$ cat src/rtl/registro_pipe_pkg.sv
// Shared definitions for the registro_pipe elastic register chain.
//   DefaultWidth    : default data width of a stage
//   DefaultResetVal : default value loaded into stage data registers on reset
//   occ_width()     : bit width needed to count 0..depth valid stages
package registro_pipe_pkg;

  localparam int unsigned DefaultWidth = 32;

  localparam logic [DefaultWidth-1:0] DefaultResetVal = '0;

  // Width of a counter that must represent every value from 0 to depth inclusive.
  function automatic int unsigned occ_width(input int unsigned depth);
    return $clog2(depth + 1);
  endfunction

endpackage

$ cat src/rtl/registro_pipe_stage.sv
// Single elastic register stage with valid/ready handshake and synchronous flush.
// Ports:
//   clk      : rising-edge clock
//   reset    : asynchronous active-low reset (valid cleared, data to RESET_VAL)
//   flush    : synchronous clear of the valid bit; data is kept
//   up_valid : upstream stage (or block input) holds a word
//   up_data  : upstream word
//   dn_ready : downstream stage (or block output) can take this stage's word
//   rdy      : this stage can take a word this cycle
//   valid    : this stage holds a word
//   data     : word held by this stage
module registro_pipe_stage
  import registro_pipe_pkg::*;
#(
  parameter int unsigned      WIDTH     = DefaultWidth,
  parameter logic [WIDTH-1:0] RESET_VAL = WIDTH'(DefaultResetVal)
) (
  input  logic             clk,
  input  logic             reset,
  input  logic             flush,
  input  logic             up_valid,
  input  logic [WIDTH-1:0] up_data,
  input  logic             dn_ready,
  output logic             rdy,
  output logic             valid,
  output logic [WIDTH-1:0] data
);

  logic             valid_q, valid_d;
  logic [WIDTH-1:0] data_q, data_d;

  // Empty, or the current word leaves this cycle: the ready path is purely combinational.
  assign rdy = !valid_q || dn_ready;

  always_comb begin
    valid_d = valid_q;
    data_d  = data_q;
    if (flush) begin
      valid_d = 1'b0;
    end else if (rdy) begin
      // Draining without refill clears valid but leaves the stale data in place.
      valid_d = up_valid;
      if (up_valid) begin
        data_d = up_data;
      end
    end
  end

  always_ff @(posedge clk or negedge reset) begin
    if (!reset) begin
      valid_q <= 1'b0;
      data_q  <= RESET_VAL;
    end else begin
      valid_q <= valid_d;
      data_q  <= data_d;
    end
  end

  assign valid = valid_q;
  assign data  = data_q;

endmodule

$ cat src/rtl/registro_pipe.sv
// Chain of DEPTH elastic register stages with valid/ready handshake, synchronous
// flush and a registered occupancy count.
// Ports:
//   clk       : rising-edge clock
//   reset     : asynchronous active-low reset
//   flush     : synchronous clear of all stage valids (blocks input that cycle)
//   in_valid  : upstream word valid
//   in_data   : upstream word
//   in_ready  : block accepts in_data this cycle
//   out_valid : last stage holds a word
//   out_data  : data of the last stage
//   out_ready : downstream accepts out_data
//   occupancy : number of valid stages
module registro_pipe
  import registro_pipe_pkg::*;
#(
  parameter int unsigned      WIDTH     = DefaultWidth,
  parameter int unsigned      DEPTH     = 2,
  parameter logic [WIDTH-1:0] RESET_VAL = WIDTH'(DefaultResetVal)
) (
  input  logic                         clk,
  input  logic                         reset,
  input  logic                         flush,
  input  logic                         in_valid,
  input  logic [WIDTH-1:0]             in_data,
  output logic                         in_ready,
  output logic                         out_valid,
  output logic [WIDTH-1:0]             out_data,
  input  logic                         out_ready,
  output logic [occ_width(DEPTH)-1:0]  occupancy
);

  localparam int unsigned OccW = occ_width(DEPTH);

  logic [DEPTH-1:0] stg_valid;
  logic [DEPTH-1:0] stg_rdy;
  logic [DEPTH-1:0] stg_up_valid;
  logic [DEPTH-1:0] stg_dn_ready;
  logic [WIDTH-1:0] stg_up_data [DEPTH];
  logic [WIDTH-1:0] stg_data    [DEPTH];

  for (genvar i = 0; i < DEPTH; i++) begin : g_stage
    if (i == 0) begin : g_first
      assign stg_up_valid[i] = in_valid;
      assign stg_up_data[i]  = in_data;
    end else begin : g_inner
      assign stg_up_valid[i] = stg_valid[i-1];
      assign stg_up_data[i]  = stg_data[i-1];
    end

    if (i == DEPTH - 1) begin : g_last
      assign stg_dn_ready[i] = out_ready;
    end else begin : g_mid
      assign stg_dn_ready[i] = stg_rdy[i+1];
    end

    registro_pipe_stage #(
      .WIDTH     (WIDTH),
      .RESET_VAL (RESET_VAL)
    ) u_stage (
      .clk      (clk),
      .reset    (reset),
      .flush    (flush),
      .up_valid (stg_up_valid[i]),
      .up_data  (stg_up_data[i]),
      .dn_ready (stg_dn_ready[i]),
      .rdy      (stg_rdy[i]),
      .valid    (stg_valid[i]),
      .data     (stg_data[i])
    );
  end

  assign in_ready  = stg_rdy[0] && !flush;
  assign out_valid = stg_valid[DEPTH-1];
  assign out_data  = stg_data[DEPTH-1];

  // Occupancy tracks words entering and leaving; internal bubbles do not change it.
  logic            accept, emit;
  logic [OccW-1:0] occ_q, occ_d;

  assign accept = in_valid && in_ready;
  assign emit   = out_valid && out_ready;

  always_comb begin
    occ_d = occ_q;
    if (flush) begin
      occ_d = '0;
    end else if (accept && !emit) begin
      occ_d = occ_q + OccW'(1);
    end else if (emit && !accept) begin
      occ_d = occ_q - OccW'(1);
    end
  end

  always_ff @(posedge clk or negedge reset) begin
    if (!reset) begin
      occ_q <= '0;
    end else begin
      occ_q <= occ_d;
    end
  end

  assign occupancy = occ_q;

endmodule

$ cat config.mk
export PLATFORM = sky130hd
export DESIGN_NAME = registro_pipe
export DESIGN_NICKNAME = d
export VERILOG_FILES = /design/src/rtl/registro_pipe_pkg.sv /design/src/rtl/registro_pipe_stage.sv /design/src/rtl/registro_pipe.sv
export SDC_FILE = /design/constraint.sdc
export NUM_CORES = 1
export LEC_CHECK = 0
export CAP_MARGIN = 20
export CORE_UTILIZATION = 40
export DETAILED_ROUTE_END_ITERATION = 6
export PLACE_DENSITY = 0.68
export SLEW_MARGIN = 20
export SYNTH_ARGS = -nofsm -noshare
export SYNTH_HDL_FRONTEND = slang
export SYNTH_SLANG_ARGS = --single-unit
$ cat constraint.sdc
create_clock -name clk -period 5 [get_ports clk]
set_clock_uncertainty 0.05 [all_clocks]
set_input_delay 1.25 -clock clk [delete_from_list [all_inputs] [get_ports clk]]
set_output_delay 1.25 -clock clk [all_outputs]
set_load 0.01 [all_outputs]
Word level (Yosys, flattened, before mapping) --
Cells that the tools add are included.
Cells by class: $add $sub $neg 2, multiplexer cells 7, bitwise operators 1, reductions and logical operators 17
Operators with widths (number):
- two-way mux 2 bit | 3
- AND reduction 3 bit | 2
- logical AND 1 bit | 5
- logical NOT 1 bit | 5
- two-way mux 1 bit | 4
- nonzero test 2 bit | 2
- nonzero test 3 bit | 1
- adder 2 x 1 -> 2 bit (second input constant) | 1
- logical OR 1 bit | 2
- subtractor 2 x 1 -> 2 bit (second input constant) | 1
- NOT 1 bit | 1
Storage, ports and cells: register bits 68, output and inout port bits 36

Longest topological paths before layout --
Gate-level depths: netlist (run 1).
depth after elaboration 10, mapped depth 5, mapped depth without buffers 3

Hierarchy --
From an unflattened synthesis (run 1), not the netlist that was laid out.
Unflattened totals: cells, all modules 163, area, all modules 2680.1 µm²
By module, submodules not included:
- registro_pipe_stage | times used 2, cells each 73, area each 1263.7 µm²
- registro_pipe | times used 1, cells each 17, area each 152.6 µm²

Least setup slack after synthesis (run 1) --
No wires, ideal clock.
kind input -> output, start input flush, end output in_ready, arrival time 1.598 ns, slack 2.102 ns, stages on the path 2, path buffers 1, cell sequence clkbuf_1 nor2_1
Between the ends: longest elaborated chain between the ends 2
Ends and longest elaborated chain:
- start, declared | line registro_pipe.sv:23 | input logic flush,
- logical NOT 1 bit | line registro_pipe.sv:73 | assign in_ready = stg_rdy[0] && !flush;
- logical AND 1 bit | line registro_pipe.sv:73
- end, declared | line registro_pipe.sv:26 | output logic in_ready,
Every way passes these cells.

Worst setup path in the final report (run 1) --
start input out_ready, end output in_ready
Between the ends: longest elaborated chain between the ends 3
Ends and longest elaborated chain:
- start, declared | line registro_pipe.sv:29 | input logic out_ready,
- logical OR 1 bit (2 in a row) | line registro_pipe_stage.sv:33 | assign rdy = !valid_q || dn_ready;
- logical AND 1 bit | line registro_pipe.sv:73
Every way passes these cells.

==> results of run 1 <==
[through the flow]
stage                     setup slack (ns)  total power, mW
final                                 1.08             1.63
after CTS                             1.09             1.66
after global placement                1.11             1.16
after detailed placement              1.10             1.16
after floorplan                       2.10            0.932
after global routing                  1.05             1.71
[kinds of logic (layout without fill, tap and decap cells)]
| kind of cell | Yosys count | after routing | share of synthesized area, % |
|---|---|---|---|
| multiplexers | 66 | 66 | 31.1 |
| buffers and inverters | 9 | 92 | 3.41 |
| flip-flops | 68 | 68 | 61.8 |
| AO/OA/AOI/OAI | 4 | 4 | 0.772 |
| AND/OR/NAND/NOR | 13 | 13 | 2.95 |
[registers in the layout, summed over array words and instances, names as in the netlist]
name / flops
g_stage.u_stage.valid: 2
occupancy: 2
g_stage.u_stage.data: 64
[power by group through the flow]
stage               registers (mW)  logic [mW]  clock network, mW
finish                       0.734       0.414              0.483
global route                 0.753       0.440              0.522
CTS                          0.735       0.421              0.501
detailed placement           0.743       0.420                  0
global placement             0.741       0.415                  0
floorplan                    0.775       0.157                  0
[worst register-to-register path, stage by stage, from the launching register on]
cell and delay [ns]:
dfrtp_1 0.43, and3b_1 0.21, or3b_2 0.76, buf_4 0.36, mux2_4 0.33
[final cells by class]
| cell class | count | area (um2) |
|---|---|---|
| clock inverter | 7 | 91.3 |
| inverter | 1 | 3.75 |
| fill | 514 | 2770 |
| sequential | 68 | 1700 |
| multi-input combinational | 83 | 958 |
| timing repair buffer | 75 | 751 |
| tap | 77 | 96.3 |
| clock buffer | 9 | 124 |
[layer usage]
metal / vias up / track usage (%)
li1: 718 / -
met1: 774 / 22.2
met2: 46 / 20.3
met3: 9 / 3.02
met4: 0 / 8.78
met5: - / 0
[cells in the final DEF, fill, tap and decap left out]
cell type,Yosys,final
or3b_2,0,1
inv_1,1,1
a21oi_1,2,2
nor2_1,5,5
clkinv_2,0,3
o21ai_0,1,1
mux2_2,36,36
nor2b_1,2,2
clkinvlp_4,0,1
clkbuf_8,0,9
bufinv_16,0,2
clkinv_4,0,1
nor4bb_1,1,1
clkdlybuf4s50_1,0,71
buf_4,0,2
buf_2,3,1
mux2_4,30,30
buf_12,3,1
a31oi_1,1,1
nand2b_1,1,1
dfrtp_1,68,68
nand3b_1,1,1
and3b_1,2,2
[path summary, 6_finish.rpt]
check | cells after the start | endpoint | start
worst max-delay path | 4 | in_ready | out_ready
worst min-delay path | 1 | g_stage[1].u_stage.data[24] | g_stage[1].u_stage.data[24]
min in group asynchronous | 1 | g_stage[0].u_stage.data[29] | reset
max in group asynchronous | 2 | g_stage[1].u_stage.data[1] | reset
worst max register to register | 4 | g_stage[0].u_stage.data[13] | g_stage[1].u_stage.valid
worst min register to register | 1 | g_stage[1].u_stage.data[24] | g_stage[1].u_stage.data[24]
==> metrics.md, run 1 <==
| Metric | Value |
|---|---|
| Outcome | `finished with violations` |
| Failing checks | `design-rule violations` |
| Post-cts resize count | `0` |
| Routed met1 length | `between 2000 and 2500 um` |
| Largest net degree at the start of global routing | `between 40 and 50` |
| Ports | `73` |
| Final worst-path cycle share | `between 70% and 80%` |
| Final non-filler cell total | `320` |
| Global-route wire length before repair | `around 8200 um` |
| Clk sink count | `slightly below 70` |
| Combinational share of power | `25.4%` |
| # DRC | `6` |
| Number of flops mapped to enable cells by yosys | `0` |
| Most common flop cell mapped by yosys | `dfrtp_1` |
| Vias | `~1500` |
| GRT Residual Overflow | `0` |
| Routed met3 length | `~240 um` |
| Hold WC Path Type | `register to register` |
| Critical path arrival | `between 2 and 3 ns` |
| Final Core Density | `a little under three fifths` |
| Met2 WL | `~2100 um` |
| Layout net count | `between 200 and 300` |
| Top-count cell post-synth | `dfrtp_1` |
| Iter 0 DRT Violations | `63` |
| Post-Route WL | `roughly 4900 um` |
| Final Cell Area | `3730 um2` |
| WL per Instance | `~15 um` |
| Num CTS Buffers | `9` |
| Clock transition at path regs | `around 0.07 ns` |
| Chip Width | `85.0 um` |
| Clk buf depth | `2` |
| CORE AREA | `between 6000 and 7000 um2` |
| Worst setup EP type | `output pin` |
| Mapped cell area | `between 2000 and 3000 um2` |
| CTS H-tree depth | `3` |
| Number of max-cap violations | `0` |
| Placed inst area | `between 3000 and 4000 um2` |
| CP dominant cell by count | `clkdlybuf4s50_1` |
| Critical path peak fanout | `5` |
| Num rows | `29` |
| Worst path slowest cell | `clkdlybuf4s50_1` |
| Sw frac | `roughly 24%` |
| Initial antenna violation count | `0` |
| Hold_buf cts | `0` |
| Setup bufs post-CTS | `0` |
| Crit-path cells | `clkdlybuf4s50_1 -> and3b_1 -> nor2_1 -> clkdlybuf4s50_1` |
| Vias per cell | `4.83` |
| Final setup viols | `0` |
| Fraction of layout cells with a size suffix above 1 | `35.8%` |
| Syn nets | `197` |
| Clock power frac | `29.6%` |
| Routability cong. | `~0.7` |
| Sequential fraction of the synthesis area | `roughly 62%` |
| Peak VDD IR | `~0.17 mV` |
| Clock Latency Late Sink | `approximately 0.33 ns` |
| ANT nets after route | `0` |
| Asr flop ratio synth | `100%` |
| Slew Viols, Final | `0` |
| Setup TNS Final | `0 ns` |
| Starting density of the core | `approximately 42%` |
| Yosys top cell by area | `dfrtp_1` |
| Yosys reg bits | `about 70` |
| Type of origin of the critical path | `input pin` |
| Placed cell count | `304` |
| RSZ-0062 raised after global routing | `no` |
| IO buf count | `72` |
| WHS | `approximately 0.46 ns` |
| Worst path required time | `between 3 and 4 ns` |
| Flop2flop setup slack | `roughly 2.8 ns` |
| Clock period minus worst slack | `approximately 3.9 ns` |
| Fin. Hold Viols | `0` |
| Die Span Y | `~85 um` |
| P_int | `around 1.2 mW` |
| HPWL after DPL | `about 3300 um` |
| Clk root buf | `clkbuf_8` |
| Ant. Diodes | `0` |
| Post-synth cell types | `18` |
| GRT Overall Usage | `roughly 15%` |
| Slew @ Worst Pin | `slightly below 0.9 ns` |
| Synth top cells by count | `68 x dfrtp_1, 36 x mux2_2, 30 x mux2_4, 5 x nor2_1` |
| Highest clock rate | `between 200 and 300 MHz` |
| Post-synth top area share | `between 60% and 70%` |
| Vias in the first global route | `~1600` |
| Cells after Synth | `160` |
| Largest stage delay on the critical path | `about 0.55 ns` |
| Slew headroom | `between 40% and 50%` |
| Yosys Warn Count | `0` |
| Die ar. | `between 7000 and 8000 um2` |
| Synth area leaders | `dfrtp_1 62%, mux2_4 16%, mux2_2 15%` |
| First-pass DRT Iterations | `6` |
| Mean post-synth cell area | `between 15 and 20 um2` |
| DR top layer | `met4` |
| Leak | `between 1.5 and 2 nW` |
| Seq pwr share | `45.0%` |
| Crit Path Class | `input pin to output pin` |
| Total net switching power | `roughly 0.40 mW` |
| Power Dens Cells | `between 400 and 500 nW/um2` |
| Largest delay share family, worst path | `buffers and inverters` |
| CTS tree | `yes` |
| Layout area overhead | `35.3%` |
| Buf/Inv on CP | `2` |
Note: power is estimated with default switching activity, not from simulation.
==> run 2, diff against run 1 <==
clock period = 3.7 ns   (was 5 ns; I/O delays follow)
==> run 2 against run 1 <==
Compared with the run above:
- the flow still finishes with violations (design-rule violations)
- routed wire length shrank 0.12%
- global-route usage is 0.34 points lower
- cell area is 1.1% higher
- sequential power up 35%
- sequential share of layout area down 0.50 points
- critical path depth stayed put
- largest cell class unchanged
- highest routed layer unchanged
==> metrics.md, run 2 (synthesized netlist as in run 1, its figures left out) <==
| Metric | Value |
|---|---|
| Outcome | `finished with violations` |
| Failing checks | `design-rule violations` |
| RSZ-0062 raised after global routing | `no` |
| Max FFs per register | `64` |
| HPWL after DPL | `3160 um` |
| Hold_buf cts | `0` |
| Power Dens Cells | `~610 nW/um2` |
| Peak VDD IR | `0.238 mV` |
| Num CTS Buffers | `9` |
| Die ar. | `just over 7000 um2` |
| Design Power | `approximately 2.3 mW` |
| ANT nets after route | `0` |
| Worst path slowest cell | `clkdlybuf4s50_1` |
| Flop2flop setup slack | `around 1.8 ns` |
| Worst path required time | `~2.7 ns` |
| Type of origin of the critical path | `input pin` |
| Reg2reg start | `g_stage[1].u_stage.valid` |
| WL per Instance | `15.3 um` |
| Global-route wire length before repair | `around 8000 um` |
| Slew headroom | `59.4%` |
| Critical path peak fanout | `5` |
| Crit-path cells | `clkdlybuf4s50_1 -> and3b_1 -> nor2_1 -> clkdlybuf4s50_1` |
| Reg-to-reg endpoint | `g_stage[0].u_stage.data[24]` |
| Most common cell after layout, fill and taps aside | `clkdlybuf4s50_1` |
| CORE AREA | `around 6500 um2` |
| Iter 0 DRT Violations | `just over 70` |
| Chip Width | `approximately 85 um` |
| Clock transition at path regs | `0.07 ns` |
| Critical path arrival | `about 2.3 ns` |
| Clk buf depth | `2` |
| Routability cong. | `0.711` |
| Leak | `roughly 1.7 nW` |
| Final worst-path cycle share | `slightly below 90%` |
| Vias per cell | `~4.8` |
| Grt met2 use | `around a fifth` |
| Fin. Hold Viols | `0` |
| Grt met3 use | `between 4 and 5%` |
| Layout area overhead | `36.8%` |
| Layout net count | `approximately 280` |
| Largest stage delay on the critical path | `between 0.5 and 0.6 ns` |
| GR Util met1 | `around 20%` |
| IO buf count | `72` |
| Slew Viols, Final | `0` |
| CP dominant cell by count | `clkdlybuf4s50_1` |
| Most frequent cells in the layout | `71 x clkdlybuf4s50_1, 68 x dfrtp_1, 36 x mux2_2, 30 x mux2_4, 10 x clkbuf_8` |
| GR peak layer | `met2` |
| Slew @ Worst Pin | `~0.61 ns` |
| Final Cell Area | `3770 um2` |
| Setup bufs post-CTS | `0` |
| Vias in the first global route | `1580` |
| Clk root buf | `clkbuf_8` |
| Post-cts resize count | `0` |
| Worst setup EP type | `output pin` |
| Ant. Diodes | `0` |
| Largest net degree at the start of global routing | `67` |
| Clock period minus worst slack | `between 3 and 4 ns` |
| Final setup viols | `0` |
| Vias | `between 1500 and 2000` |
| Placed inst area | `between 3000 and 4000 um2` |
| GRT Residual Overflow | `0` |
| Reg2Reg Depth | `4` |
| Starting density of the core | `between 40 and 50%` |
| Number of max-cap violations | `0` |
| Die Span Y | `about 85 um` |
| Setup TNS Final | `0 ns` |
| Highest clock rate | `307 MHz` |
| GRT Overall Usage | `14.7%` |
| Post-Route WL | `roughly 4900 um` |
| Ports | `73` |
| Fraction of layout cells with a size suffix above 1 | `roughly 36%` |
| Initial antenna violation count | `0` |
| Clock Latency Late Sink | `approximately 0.34 ns` |
| First-pass DRT Iterations | `7` |
| Crit Path Class | `input pin to output pin` |
| CTS tree | `yes` |
| Hold WC Path Type | `input pin to async pin` |
| # DRC | `6` |
| Num rows | `29` |
| Clk sink count | `a little under 70` |
| CTS H-tree depth | `3` |
| Fillers | `between 500 and 600` |
==> run 2: cell count changes in the layout (fill, tap and decap cells not counted), sizes merged <==
cell / previous run / this run
clkinv: 4 / 2
buf: 4 / 5
bufinv: 2 / 3
clkbuf: 9 / 10
==> run 2: final cells by class <==
type	count	area, um2	share of cell area [%]
clock inverters	6	111	2.96
multi-input cells	83	958	25.4
clock buffers	10	138	3.65
flip-flops and latches	68	1700	45.2
inverters	1	3.75	0.0996
well taps	77	96.3	2.56
repair buffers	76	758	20.1
==> run 2: through the flow <==
| step | hold slack (ns) | std cells | setup slack, ns | utilization, % |
|---|---|---|---|---|
| floorplan | 0.425 | 160 | 1.45 | - |
| global placement | 0.436 | 305 | 0.467 | 54.2 |
| detailed placement | 0.441 | 305 | 0.453 | 54.2 |
| CTS | 0.314 | 321 | 0.440 | 58.0 |
| global route | 0.314 | 321 | 0.357 | 58.0 |
| finish | 0.330 | 321 | 0.447 | 58.0 |
==> run 2: report_power, final <==
group / total, mW / leakage [nW] / internal (mW) / switching, mW
registers: 0.993 / 0.810 / 0.909 / 0.0846
clock network: 0.745 / 0.122 / 0.466 / 0.279
logic: 0.564 / 0.773 / 0.382 / 0.182
==> run 2: how the worst max path moves through the flow <==
| stage | end | cells after the start | slack (ns) | from |
|---|---|---|---|---|
| 6_report | in_ready | 4 | 0.45 | out_ready |
| 5_1_grt | in_ready | 4 | 0.36 | out_ready |
| 4_1_cts | in_ready | 4 | 0.44 | out_ready |
| 3_5_place_dp | in_ready | 4 | 0.45 | out_ready |
| 3_3_place_gp | in_ready | 4 | 0.47 | out_ready |
| 2_1_floorplan | in_ready | 2 | 1.45 | flush |
==> run 2: critical path, delay by kind of cell <==
kind / cells / cell delay, ns
buffers and inverters: 2 / 1.06
and+or+nand+nor: 2 / 0.30
==> run 2: routing by layer <==
layer / vias to the layer above / part of all wire, % / routed length [um]
met5: - / 0 / 0
met4: 0 / 1.4 / 68
met3: 6 / 5.4 / 267
met2: 46 / 45 / 2200
met1: 781 / 48 / 2370
li1: 714 / - / -
